==> src/rtl/pipelined_carry_chain_adder.sv <==
// Pipelined carry-mux/XOR chain adder: resolves prop/gen into a product slice, SEG bits per stage.
// Optional carry-out port enabled by defining CLA_COUT_EN.
module pipelined_carry_chain_adder #(
    parameter int LSB   = 14,
    parameter int WIDTH = 50,
    parameter int SEG   = 16
) (
    input  logic             clk,
    input  logic             rst,
    input  logic             in_valid,
    output logic             in_ready,
    input  logic [WIDTH-1:0] prop,
    input  logic [WIDTH-1:0] gen,
    input  logic             cin,
    output logic             out_valid,
    input  logic             out_ready,
    output logic [WIDTH-1:0] product
`ifdef CLA_COUT_EN
    ,
    output logic             cout
`endif
);

    localparam int NSTG = (WIDTH + SEG - 1) / SEG;
    localparam int PW   = NSTG * SEG;

    if ((SEG % 4) != 0 || SEG < 4 || SEG > WIDTH || LSB < 0) begin : g_bad_cfg
        $error("pipelined_carry_chain_adder: illegal LSB/WIDTH/SEG combination");
    end

    // Number of live bits in segment k; only the last segment can be partial.
    function automatic int seg_bits(input int k);
        return (WIDTH - k * SEG > SEG) ? SEG : WIDTH - k * SEG;
    endfunction

    // Returns {carry_out, sum} of one segment; bits at or above nb are left 0 and do not touch the carry.
    function automatic logic [SEG:0] resolve_seg(input logic [SEG-1:0] p,
                                                 input logic [SEG-1:0] g,
                                                 input logic           c_in,
                                                 input int             nb);
        logic           c;
        logic [SEG-1:0] s;
        c = c_in;
        s = '0;
        for (int i = 0; i < SEG; i++) begin
            if (i < nb) begin
                s[i] = p[i] ^ c;
                c    = p[i] ? c : g[i];
            end
        end
        return {c, s};
    endfunction

    logic          r_vld_p  [NSTG];
    logic          r_cy_p   [NSTG];
    logic [PW-1:0] r_sum_p  [NSTG];
    logic [PW-1:0] r_prop_p [NSTG];
    logic [PW-1:0] r_gen_p  [NSTG];

    logic          w_vin [NSTG];
    logic          w_cin [NSTG];
    logic [PW-1:0] w_pin [NSTG];
    logic [PW-1:0] w_gin [NSTG];
    logic [PW-1:0] w_sin [NSTG];
    logic [PW-1:0] w_snx [NSTG];
    logic [SEG:0]  w_res [NSTG];
    logic          w_stall;

    assign w_stall   = r_vld_p[NSTG-1] && !out_ready;
    assign in_ready  = !w_stall;
    assign out_valid = r_vld_p[NSTG-1];
    assign product   = r_sum_p[NSTG-1][WIDTH-1:0];
`ifdef CLA_COUT_EN
    assign cout      = r_cy_p[NSTG-1];
`endif

    // Stage k consumes the stage k-1 registers (stage 0 the ports) and resolves segment k.
    always_comb begin
        w_vin[0] = in_valid;
        w_cin[0] = cin;
        w_pin[0] = '0;
        w_pin[0][WIDTH-1:0] = prop;
        w_gin[0] = '0;
        w_gin[0][WIDTH-1:0] = gen;
        w_sin[0] = '0;
        for (int k = 1; k < NSTG; k++) begin
            w_vin[k] = r_vld_p[k-1];
            w_cin[k] = r_cy_p[k-1];
            w_pin[k] = r_prop_p[k-1];
            w_gin[k] = r_gen_p[k-1];
            w_sin[k] = r_sum_p[k-1];
        end
        for (int k = 0; k < NSTG; k++) begin
            w_res[k] = resolve_seg(w_pin[k][k*SEG +: SEG], w_gin[k][k*SEG +: SEG],
                                   w_cin[k], seg_bits(k));
            w_snx[k] = w_sin[k];
            w_snx[k][k*SEG +: SEG] = w_res[k][SEG-1:0];
        end
    end

    // Stage registers: the whole pipe advances together or holds together.
    always_ff @(posedge clk) begin
        if (rst) begin
            for (int k = 0; k < NSTG; k++) begin
                r_vld_p[k] <= 1'b0;
                r_cy_p[k]  <= 1'b0;
                r_sum_p[k] <= '0;
            end
        end else if (!w_stall) begin
            for (int k = 0; k < NSTG; k++) begin
                r_vld_p[k] <= w_vin[k];
                r_cy_p[k]  <= w_res[k][SEG];
                r_sum_p[k] <= w_snx[k];
            end
        end
    end

    always_ff @(posedge clk) begin
        if (!w_stall) begin
            for (int k = 0; k < NSTG; k++) begin
                r_prop_p[k] <= w_pin[k];
                r_gen_p[k]  <= w_gin[k];
            end
        end
    end

endmodule
==> config.mk <==
export PLATFORM = sky130hd
export DESIGN_NAME = pipelined_carry_chain_adder
export DESIGN_NICKNAME = d
export VERILOG_FILES = /design/src/rtl/pipelined_carry_chain_adder.sv
export SDC_FILE = /design/constraint.sdc
export NUM_CORES = 1
export LEC_CHECK = 0
export CORE_UTILIZATION = 58
export CTS_BUF_LIST = sky130_fd_sc_hd__clkbuf_4 sky130_fd_sc_hd__clkbuf_8 sky130_fd_sc_hd__clkbuf_16
export CTS_CLUSTER_DIAMETER = 120
export DETAILED_ROUTE_END_ITERATION = 16
export PLACE_DENSITY_LB_ADDON = 0.15
export SLEW_MARGIN = 20
export SYNTH_ARGS = -nofsm -noshare
export SYNTH_HDL_FRONTEND = slang
export SYNTH_SLANG_ARGS = --single-unit
==> constraint.sdc <==
create_clock -name clk -period 11.1 [get_ports clk]
set_input_delay 1.11 -clock clk [delete_from_list [all_inputs] [get_ports clk]]
set_output_delay 1.11 -clock clk [all_outputs]
set_load 0.05 [all_outputs]
; ---- Word level (Yosys, flattened, before mapping)
; Memory sizes are Yosys's and may differ from the RTL's.
; Cells that the tools add are included.
[op_classes]
n_addsub = 0
mul = 0
n_div = 0
magnitude_cmp = 0
n_eq_ne = 0
n_shift = 0
n_mux = 67
bitwise_logic = 62
reduce_logical = 3
[op_table]
columns = cell, n
row1 = $mux 64, 4
row2 = $mux 1, 63
row3 = $xor 1x1->1, 50
row4 = $or 1x1->1, 12
row5 = $logic_not 1->1, 2
row6 = $logic_and 1x1->1, 1
[word_totals]
register_bits = 0
latch_bits = 0
ram_bits = 776
rom_bits = 0
in_bits = 105
output_inout_bits = 52
elab_cells = 137
n_memories = 5
[mem_list]
columns = memory, words, width, rd, rd_clocked_by_memory_dff, write_ports, line
row1 = r_gen_p, 4, 64, 3, 0, 4, 58  ; logic [PW-1:0] r_gen_p [NSTG];
row2 = r_prop_p, 4, 64, 3, 0, 4, 57  ; logic [PW-1:0] r_prop_p [NSTG];
row3 = r_sum_p, 4, 64, 4, 0, 4, 56  ; logic [PW-1:0] r_sum_p [NSTG];
row4 = r_cy_p, 4, 1, 3, 0, 4, 55  ; logic r_cy_p [NSTG];
row5 = r_vld_p, 4, 1, 4, 0, 4, 54  ; logic r_vld_p [NSTG];

; ---- Logic depth before layout (Yosys ltp)
; An unclocked memory read counts as a cell.
[logic_depth]
ltp_word = 18
mapped_depth = 7
ltp_nobuf = 6

; ---- Worst setup path before layout
; Ideal clock, no wire load.
[synth_path]
path_type = input port to flip-flop
start = in out_ready
end = mem r_cy_p[0][0] (enable)
setup_time_ps = 448
arrival_ps = 6266
required_time_ps = 10652
path_slack_ps = 4385
stages = 2
path_buffers = 0
cell_sequence = nand2b_1 or2_2
[synth_rtl]
columns = element, line
row1 = start: declaration, 16  ; input logic out_ready,
row2 = end: declaration, 55

; ---- Final worst setup path
[layout_path]
start = in out_ready
end = out in_ready
[layout_between]
elab_chain_len = 3
[layout_lines]
columns = element, line
row1 = $logic_not 1->1, 69  ; assign w_stall = r_vld_p[NSTG-1] && !out_ready;
row2 = $logic_and 1x1->1, 69
row3 = $logic_not 1->1, -
row4 = end: declaration, 11  ; output logic in_ready,
; No other way between the ends.

==> metrics <==
run status finished, final reports clean; height of the chip 137.9 um; first-pass GRT wire length 25500 um; starting density of the core around 59%; cts bufs inserted 25; synthesis warning total 0; TritonCTS Sinks 258; static leakage between 4 and 5 nW; count of antenna diodes in the layout 0; final-stage net count between 900 and 1k; final wirelength 16460 um; nets in the synthesized netlist approximately 830; critical path start-end classification in -> out; die outline area 19030 um^2; pin count of the biggest net entering global routing roughly 120; reg2reg setup slack 8.10 ns; root cell of the clock tree sky130_fd_sc_hd__clkbuf_16; Cell Rows 49; CTS HTree Levels 1; aggregate global-route resource usage 17.54%; maximum net fanout on the critical path 76; setup repair after global routing missed its margin no; fill cell total of the finished layout 1173; fraction of power consumed by combinational cells 10.1%; final estimated routing congestion in global placement 0.9304; Worst Setup End Kind primary output; Hold Violations, Final 0; Mean Syn Cell Area 14.76 um^2; Period minus WS final around 4.8 ns; library cell with the largest summed area after synthesis sky130_fd_sc_hd__edfxtp_1; startpoint of the worst hold path r_gen_p[0][39]; leading post-synthesis cells by instance count 258 x sky130_fd_sc_hd__edfxtp_1, 102 x sky130_fd_sc_hd__and2_1, 60 x sky130_fd_sc_hd__nor2_1; Max IR drop VDD 0.0001404 V; data required time at the worst endpoint roughly 10 ns; count of buffers inserted at the top-level ports 155; count leader, synth sky130_fd_sc_hd__edfxtp_1; final total power roughly 2.1 mW; proportion of netlist area held by the largest area contributor 72.28%; post-route setup slack between 6 and 7 ns; Switching Fraction 21.72%; First DRT Iteration DRCs 262; core box area 18020 um^2; Finished Layout Cells between 1k and 1.5k; Layout Utilization 71.38%; CTS clock-pin slew for the worst setup and hold paths 0.06 ns; max-cap violation count 0; mean number of vias per cell between 5 and 6; hold-critical path endpoint r_gen_p[1][39]; share of post-route cells with drive strength above 1 under 10%; antenna-violating nets left 0; portion of the clock cycle consumed by the worst path in the final layout between 40% and 50%; worst reg2reg startpoint r_vld_p[0][3]; number of antenna violations at the first check in global routing 0; element type at the critical path start input pin; sequential share of power 54.9%; Longest Clk Path Bufs 3; HPWL reported at the end of detailed placement 10880 um; synthesized cell area 10720 um^2; achievable clock frequency about 0.21 GHz; Post-Route Skew roughly 0.0093 ns; slew at the pin with the worst max-slew slack around 1.1 ns; Via Count 5751; worst reg2reg path depth 3; hold path cells 0; # hold bufs at CTS 0; worst hold path type reg -> reg; Cells after DPL roughly 1.0k; total of endpoints with negative setup slack in the final report 0; count of buffers added by post-CTS timing repair for setup 0; count of distinct cell types in the synthesized netlist 51; RR Endpoint r_sum_p[0][215]; worst endpoint data arrival time roughly 3.7 ns; remaining max-slew budget at the tightest pin 29.17%; pre-CTS setup slack 6.229 ns; final routed DRC violation total 0; number of placed I/O pins 157; residual overflow from global routing 0; fraction of registers with async set or reset after synthesis 0%; number of global-route vias before repair 5413; clock network power share 35.0%; area grow syn2layout 20.03%; CTS tree built; Slew Limit Fails 0; power density over the cells 166.9 nW/um^2; register area share after synthesis 72.28%; number of instances resized during post-cts repair 0; internal power 1.681 mW; routed len/inst 15.18 um; main flop type after synthesis sky130_fd_sc_hd__edfxtp_1; most area-consuming cells after synthesis sky130_fd_sc_hd__edfxtp_1 72%, sky130_fd_sc_hd__and2_1 6.0%, sky130_fd_sc_hd__buf_4 3.5%; Setup TNS Final 0 ns; die extent in x 137.9 um; total net switching power 0.4665 mW; flops & latches, synth approximately 260; Skew-Pair Late Insertion Delay 0.50 ns; Placed Instance Area 12130 um^2; number of instances in the synthesized netlist 726; post-route worst hold slack 0.4136 ns; number of synthesized flops with an enable pin 258; Finished Cell Area 12870 um^2; iteration count of the initial detailed-routing pass 4
placed cells by master (no fill, tap or decap), types with 5 or more instances in the layout:
cell type	count
sky130_fd_sc_hd__inv_1	7
sky130_fd_sc_hd__nand3b_1	5
sky130_fd_sc_hd__or2_2	6
sky130_fd_sc_hd__nand2_1	27
sky130_fd_sc_hd__a21oi_1	13
sky130_fd_sc_hd__nand2b_1	11
sky130_fd_sc_hd__nor2_1	60
sky130_fd_sc_hd__xor2_1	19
sky130_fd_sc_hd__edfxtp_1	258
sky130_fd_sc_hd__nand3_1	5
sky130_fd_sc_hd__clkbuf_4	7
sky130_fd_sc_hd__nor2b_1	13
sky130_fd_sc_hd__a31oi_1	9
sky130_fd_sc_hd__and2_1	102
sky130_fd_sc_hd__clkdlybuf4s50_1	155
sky130_fd_sc_hd__clkbuf_16	25
sky130_fd_sc_hd__xnor2_1	18
sky130_fd_sc_hd__clkinv_1	5
sky130_fd_sc_hd__mux2i_1	16
sky130_fd_sc_hd__o21ai_0	15
critical path: stages:
cell and delay [ns]:
sky130_fd_sc_hd__clkdlybuf4s50_1 0.46, sky130_fd_sc_hd__nand2b_4 0.40, sky130_fd_sc_hd__buf_4 0.77, sky130_fd_sc_hd__clkdlybuf4s50_1 0.95
state kept, by name (all words and copies together), names as in the netlist:
register  cells
r_gen_p      51
r_prop_p     54
r_vld_p       4
r_sum_p     146
r_cy_p        3
routing by layer:
layer / GRT usage, % / vias to the layer above / routed length [um]
met5: 0 / - / 0
met4: 6.944 / 0 / 513
met2: 31.31 / 152 / 8744
met1: 21.12 / 2748 / 6470
li1: - / 2812 / -
met3: 2.997 / 39 / 731
cells by family (layout without fill, tap and decap cells):
group	after synthesis	in the layout	synth area share, %
AOI/OAI and AO/OA	81	81	5.451
xor gates and xnor gates	37	37	3.023
buffers and inverters	79	208	4.587
DFF	258	258	72.28
muxes	18	18	1.704
and+or+nand+nor	253	253	12.96
power by group through the flow:
stage	combinational, mW	sequential, mW	clock [mW]
4_1_cts	0.220	1.18	0.773
2_1_floorplan	0.153	1.19	0
6_report	0.218	1.18	0.752
3_3_place_gp	0.212	1.19	0
5_1_grt	0.236	1.19	0.809
3_5_place_dp	0.219	1.20	0
area by class of cell:
type | instances | area, um^2 | area share (%)
sequential | 258 | 7747 | 60.22
multi-input combinational | 389 | 2500 | 19.43
timing repair buffer | 158 | 1574 | 12.23
clock buffer | 32 | 678.2 | 5.271
tap | 229 | 286.5 | 2.227
clock inverter | 11 | 53.80 | 0.4182
inverter | 7 | 26.28 | 0.2042
worst max path at each step:
| stage | start | endpoint | slack, ns | cells after the start |
|---|---|---|---|---|
| floorplan | out_ready | r_cy_p[0][0] | 4.39 | 2 |
| global placement | out_ready | in_ready | 6.27 | 4 |
| detailed placement | out_ready | in_ready | 6.23 | 4 |
| CTS | out_ready | in_ready | 6.23 | 4 |
| global route | out_ready | in_ready | 6.06 | 4 |
| finish | out_ready | in_ready | 6.26 | 4 |
Power figures use the tool's default switching activity.
==> RTL change 1 (config.mk and constraints unchanged) <==
Add a define of `CLA_COUT_EN`.
--- a/src/rtl/pipelined_carry_chain_adder.sv
+++ b/src/rtl/pipelined_carry_chain_adder.sv
@@ -1,5 +1,7 @@
 // Pipelined carry-mux/XOR chain adder: resolves prop/gen into a product slice, SEG bits per stage.
 // Optional carry-out port enabled by defining CLA_COUT_EN.
+`define CLA_COUT_EN
+
 module pipelined_carry_chain_adder #(
     parameter int LSB   = 14,
     parameter int WIDTH = 50,
Check against the original RTL (old outputs only; new: cout): same outputs for any inputs over 4 cycles, from zero or initial values; that may be too few to reach the edited logic, so the function may still have changed.
==> RTL change 1 against the original RTL <==
- sequential cell count increased by 4
- count of clock-buffer cells in the layout decreased by 3
- final cell count is 2.5% lower
- wire length decreased by 5.1%
- first-iteration DRC count shrank 12%
- power grew 6.6%
- worst setup slack worse by 0.0055 ns
- non-clock buffer count increased by 2
- clock power up 18%
- sequential share of layout area grew 0.86 points
- final area rose by 0.12%
- area after synthesis down 1.7%
- largest cell class unchanged
==> RTL change 1: results (changes against the original RTL) <==
[status]
status=finished, final reports clean  ; unchanged

[sta]
finClkSkew_ns=0.00970  ; was 0.00926 ns
max-slew-margin-rel_pct=30.1  ; was 29.2%

[logic_synthesis]
synth-edff-count=262  ; was 258
asyncSetResetFlopFracSynth_pct=0  ; unchanged
synth_sequential_area_ratio_pct=74.7  ; was 72.3%
post_syn_nets=794  ; was 831
synth_top_cells_by_count=edfxtp_1 (262), and2_1 (104), nor2_1 (60), buf_4 (50), xnor2_1 (24)  ; was edfxtp_1 (258), and2_1 (102), nor2_1 (60), buf_4 (50), nand2_1 (27)
synth.area.top_cells=edfxtp_1 (75%), and2_1 (6.2%), buf_4 (3.6%), nor2_1 (2.1%), xnor2_1 (2.0%)  ; was edfxtp_1 (72%), and2_1 (6.0%), buf_4 (3.5%), nor2_1 (2.1%), xor2_1 (1.6%)
synth.distinct_cells=42  ; was 51
ys_warn_count=0  ; unchanged

[detailed_routing]
drt_first_iter_violations=230  ; was 262
route.final.wire_length_um=15600  ; was 16500 um
dr.pass1.iters=6  ; was 4
avgViaCountPerCell=5.13  ; was 5.31

[power_and_ir_drop]
vdd.ir_drop.worst_mv=0.134  ; was 0.140 mV
leakagePower_nw=4.97  ; was 4.94 nW

[placement]
finalWeightedCongestion=0.889  ; was 0.930
place_hpwl_um=10200  ; was 10900 um
standard_cell_area_after_detailed_placement_sq_mm=0.0120  ; was 0.0121 sq mm
count_of_input_and_output_buffers=157  ; was 155
place_worst_setup_slack_ns=6.22  ; was 6.23 ns

[cts]
htreeDepth=1  ; unchanged
worst_case_clock_buffer_depth=3  ; unchanged
tritoncts.num_buffers=26  ; was 25
cts-resized-gates=0  ; unchanged
clock_insertion_delay_worst_skew_ns=0.52  ; was 0.50 ns
clk_transition_reported_paths_ns=0.06  ; about the same

[global_routing]
met1_usage_pct=19.1  ; was 21.1%
grt_pass1_vias=5268  ; was 5413
grt_antenna_before_repair=2  ; was 0
grt_first_pass_wirelength_um=24300  ; was 25500 um
grt_use_met3_pct=2.96  ; was 3.00%
use_met2_pct=31.2  ; was 31.3%
global_route.usage.total_pct=17.0  ; was 17.5%
grt_start_max_net_pins=109  ; was 117

[finish]
fillers=1085  ; was 1173
post_route_cells_drive_above_1_share_pct=7.00  ; was 7.25%
layout.nets=915  ; was 944
largest_registers_ranked_by_flip_flop_count=r_sum_p x146, r_gen_p x54, r_prop_p x54  ; was r_sum_p x146, r_prop_p x54, r_gen_p x51

[setup_path]
critical_path_peak_fanout=78  ; was 76

[worst_hold_path]
hold_path_class=reg2reg  ; unchanged

==> RTL change 1: changes by cell type in the layout (fill, tap and decap cells not counted), moves of 4 or more <==
cell	delta
clkbuf_4	-5
a21oi_1	+9
or2_2	-4
xnor2_1	+6
o22a_1	-4
mux2i_1	-5
bufinv_16	+4
nor2b_1	-6
nand2_1	-10
nand2b_1	-4
edfxtp_1	+4
==> RTL change 1: final timing paths <==
| path | slack (ns) | start | endpoint | cells past startpoint |
|---|---|---|---|---|
| setup / recovery | 6.25 | out_ready | in_ready | 4 |
| hold / removal | 0.41 | r_prop_p[0][35] | r_prop_p[1][35] | 0 |
| setup reg to reg | 8.06 | r_vld_p[0][3] | r_sum_p[0][216] | 3 |
| hold reg to reg | 0.41 | r_prop_p[0][35] | r_prop_p[1][35] | 0 |
==> RTL change 1: power by group <==
part,internal [mW],switching [mW]
clock network,0.539,0.346
logic,0.0976,0.110
registers,1.17,0.0274
==> RTL change 1: area by class of cell <==
| class | count | area, sq um | area share (%) |
|---|---|---|---|
| multi-input cells | 352 | 2220 | 17.2 |
| flip-flops and latches | 262 | 7870 | 61.1 |
| diodes | 3 | 7.51 | 0.0583 |
| clock buffers | 29 | 691 | 5.36 |
| repair buffers | 160 | 1590 | 12.4 |
| clock inverters | 18 | 190 | 1.48 |
| well taps | 225 | 282 | 2.19 |
| inverters | 8 | 30.0 | 0.233 |
==> RTL change 1: kinds of logic after synthesis <==
family	after synthesis	synth area share, %
flops	262	74.7
simple gates	222	11.3
buf+inv	75	4.45
compound gates	73	4.62
xor+xnor	44	3.66
mux	13	1.26
==> RTL change 1: worst max-delay path, stage by stage <==
cell             delay, ns
clkdlybuf4s50_1       0.46
nand2b_4              0.40
buf_4                 0.80
clkdlybuf4s50_1       0.95
==> RTL change 1: stage by stage <==
step	util (%)	total power [mW]	std cells
2_1_floorplan	-	1.35	689
3_3_place_gp	68.4	1.42	1007
3_5_place_dp	68.4	1.43	1007
4_1_cts	73.4	2.31	1054
5_1_grt	73.4	2.37	1055
6_report	73.5	2.29	1057
==> RTL change 1: per-layer routing <==
metal | part of all wire, % | up-vias
li1 | - | 2679
met1 | 37 | 2536
met2 | 54 | 156
met3 | 4.8 | 49
met4 | 4.2 | 0
met5 | 0 | -
==> RTL change 2 (config.mk and constraints unchanged) <==
Made on the original files. `SEG`: 16 -> 8.
--- a/src/rtl/pipelined_carry_chain_adder.sv
+++ b/src/rtl/pipelined_carry_chain_adder.sv
@@ -3,7 +3,7 @@
 module pipelined_carry_chain_adder #(
     parameter int LSB   = 14,
     parameter int WIDTH = 50,
-    parameter int SEG   = 16
+    parameter int SEG   = 8
 ) (
     input  logic             clk,
     input  logic             rst,
Behaviour: not the same (a bounded check fails within 10 cycles, from zero or initial values).
==> RTL change 2 against the original RTL <==
- wire length rose by 45%
- hold slack is essentially flat
- worst setup slack improved by 0.38 ns
- area after synthesis rose by 64%
- combinational power decreased by 22%
- fmax rose by 8.4%
- power rose by 76%
- core utilization down 0.79 points
- sequential cell count is 231 higher
- final area rose by 63%
==> RTL change 2: results (changes against the original RTL) <==
[status]
status=finished, final reports clean  ; unchanged

[logic_synthesis]
synth-edff-count=489  ; was 258
synth_top_cells_by_count=edfxtp_1 (489), and2_1 (128), nor2b_1 (63), nor2_1 (44), clkbuf_1 (21)  ; was edfxtp_1 (258), and2_1 (102), nor2_1 (60), buf_4 (50), nand2_1 (27)
synth_sequential_area_ratio_pct=83.5  ; was 72.3%
muxShareOfSynthArea_pct=1.12  ; was 1.70%
syn-mean-instance-area_sq_um=18.4  ; was 14.8 sq um
xor_xnor_share_of_the_synthesized_area_pct=1.59  ; was 3.02%
post_synthesis_compound_gate_area_fraction_pct=2.50  ; was 5.45%
synth.distinct_cells=42  ; was 51
synth.area.top_cells=edfxtp_1 (84%), and2_1 (4.6%), nor2b_1 (2.2%), nor2_1 (0.94%), xnor2_1 (0.85%)  ; was edfxtp_1 (72%), and2_1 (6.0%), buf_4 (3.5%), nor2_1 (2.1%), xor2_1 (1.6%)
post_syn_nets=1061  ; was 831

[global_routing]
use_met2_pct=26.0  ; was 31.3%
grt_pass1_vias=7635  ; was 5413
global_route.usage.total_pct=15.5  ; was 17.5%
grt_use_met3_pct=3.23  ; was 3.00%
grt_start_max_net_pins=119  ; was 117
met1_usage_pct=20.1  ; was 21.1%

[placement]
finalWeightedCongestion=0.812  ; was 0.930
dp_cells=1482  ; was 1041
standard_cell_area_after_detailed_placement_sq_mm=0.0196  ; was 0.0121 sq mm
place_hpwl_um=14200  ; was 10900 um
place_worst_setup_slack_ns=6.63  ; was 6.23 ns

[detailed_routing]
route.detailed.wl_per_inst_um=15.3  ; was 15.2 um
dr.pass1.iters=5  ; was 4
drt_first_iter_violations=520  ; was 262
routed-via-count=7941  ; was 5751
route.final.wire_length_um=23900  ; was 16500 um
met1_length_um=10300  ; was 6470 um
met2_wire_length_um=11800  ; was 8740 um
route.met3.wl_um=1130  ; was 731 um

[sta]
final.hold.worst_slack_ns=0.414  ; about the same
max-slew-margin-rel_pct=28.7  ; was 29.2%
max_frequency_ghz=0.224  ; was 0.206 GHz

[cts]
clock_insertion_delay_worst_skew_ns=0.54  ; was 0.50 ns
htreeDepth=2  ; was 1
tritoncts.num_buffers=46  ; was 25

[setup_path]
r2r_setup_slack_ns=8.26  ; was 8.10 ns
critical_path_peak_fanout=118  ; was 76
worst-r2r-cell-count=4  ; was 3
critical_path.reg2reg.startpoint=r_vld_p[6]  ; was r_vld_p[0][3]

[finish]
area_delta_synth_final_pct=19.4  ; was 20.0%
fillers=1888  ; was 1173
post_route_cells_drive_above_1_share_pct=8.75  ; was 7.25%
antenna_cells=0  ; unchanged
largest_registers_ranked_by_flip_flop_count=r_sum_p x218, r_prop_p x132, r_gen_p x126  ; was r_sum_p x146, r_prop_p x54, r_gen_p x51
layout.nets=1245  ; was 944

[worst_hold_path]
min_to=r_prop_p[2][28]  ; was r_gen_p[1][39]
hp-start=r_prop_p[1][28]  ; was r_gen_p[0][39]

[power_and_ir_drop]
leakagePower_nw=7.98  ; was 4.94 nW

-- RTL change 2: worst max-delay path by stage --
stage | start | endpoint | cells past startpoint
3_5_place_dp | out_ready | in_ready | 5
2_1_floorplan | out_ready | in_ready | 2
3_3_place_gp | out_ready | in_ready | 5
4_1_cts | out_ready | in_ready | 5
6_report | out_ready | in_ready | 5
5_1_grt | out_ready | in_ready | 5
-- RTL change 2: layout make-up --
type	instances	share of cell area (%)
multi-input cells	427	13.1
well taps	390	2.33
flip-flops and latches	489	70.0
clock inverters	14	0.573
clock buffers	60	6.07
inverters	13	0.268
repair buffers	163	7.66
-- RTL change 2: power breakdown --
| group | internal (mW) | leakage, nW | switching [mW] | total (mW) |
|---|---|---|---|---|
| clock | 0.848 | 0.699 | 0.601 | 1.45 |
| combinational | 0.0854 | 1.77 | 0.0860 | 0.171 |
| sequential | 2.13 | 5.51 | 0.0323 | 2.16 |
| total | 3.06 | 7.98 | 0.719 | 3.78 |
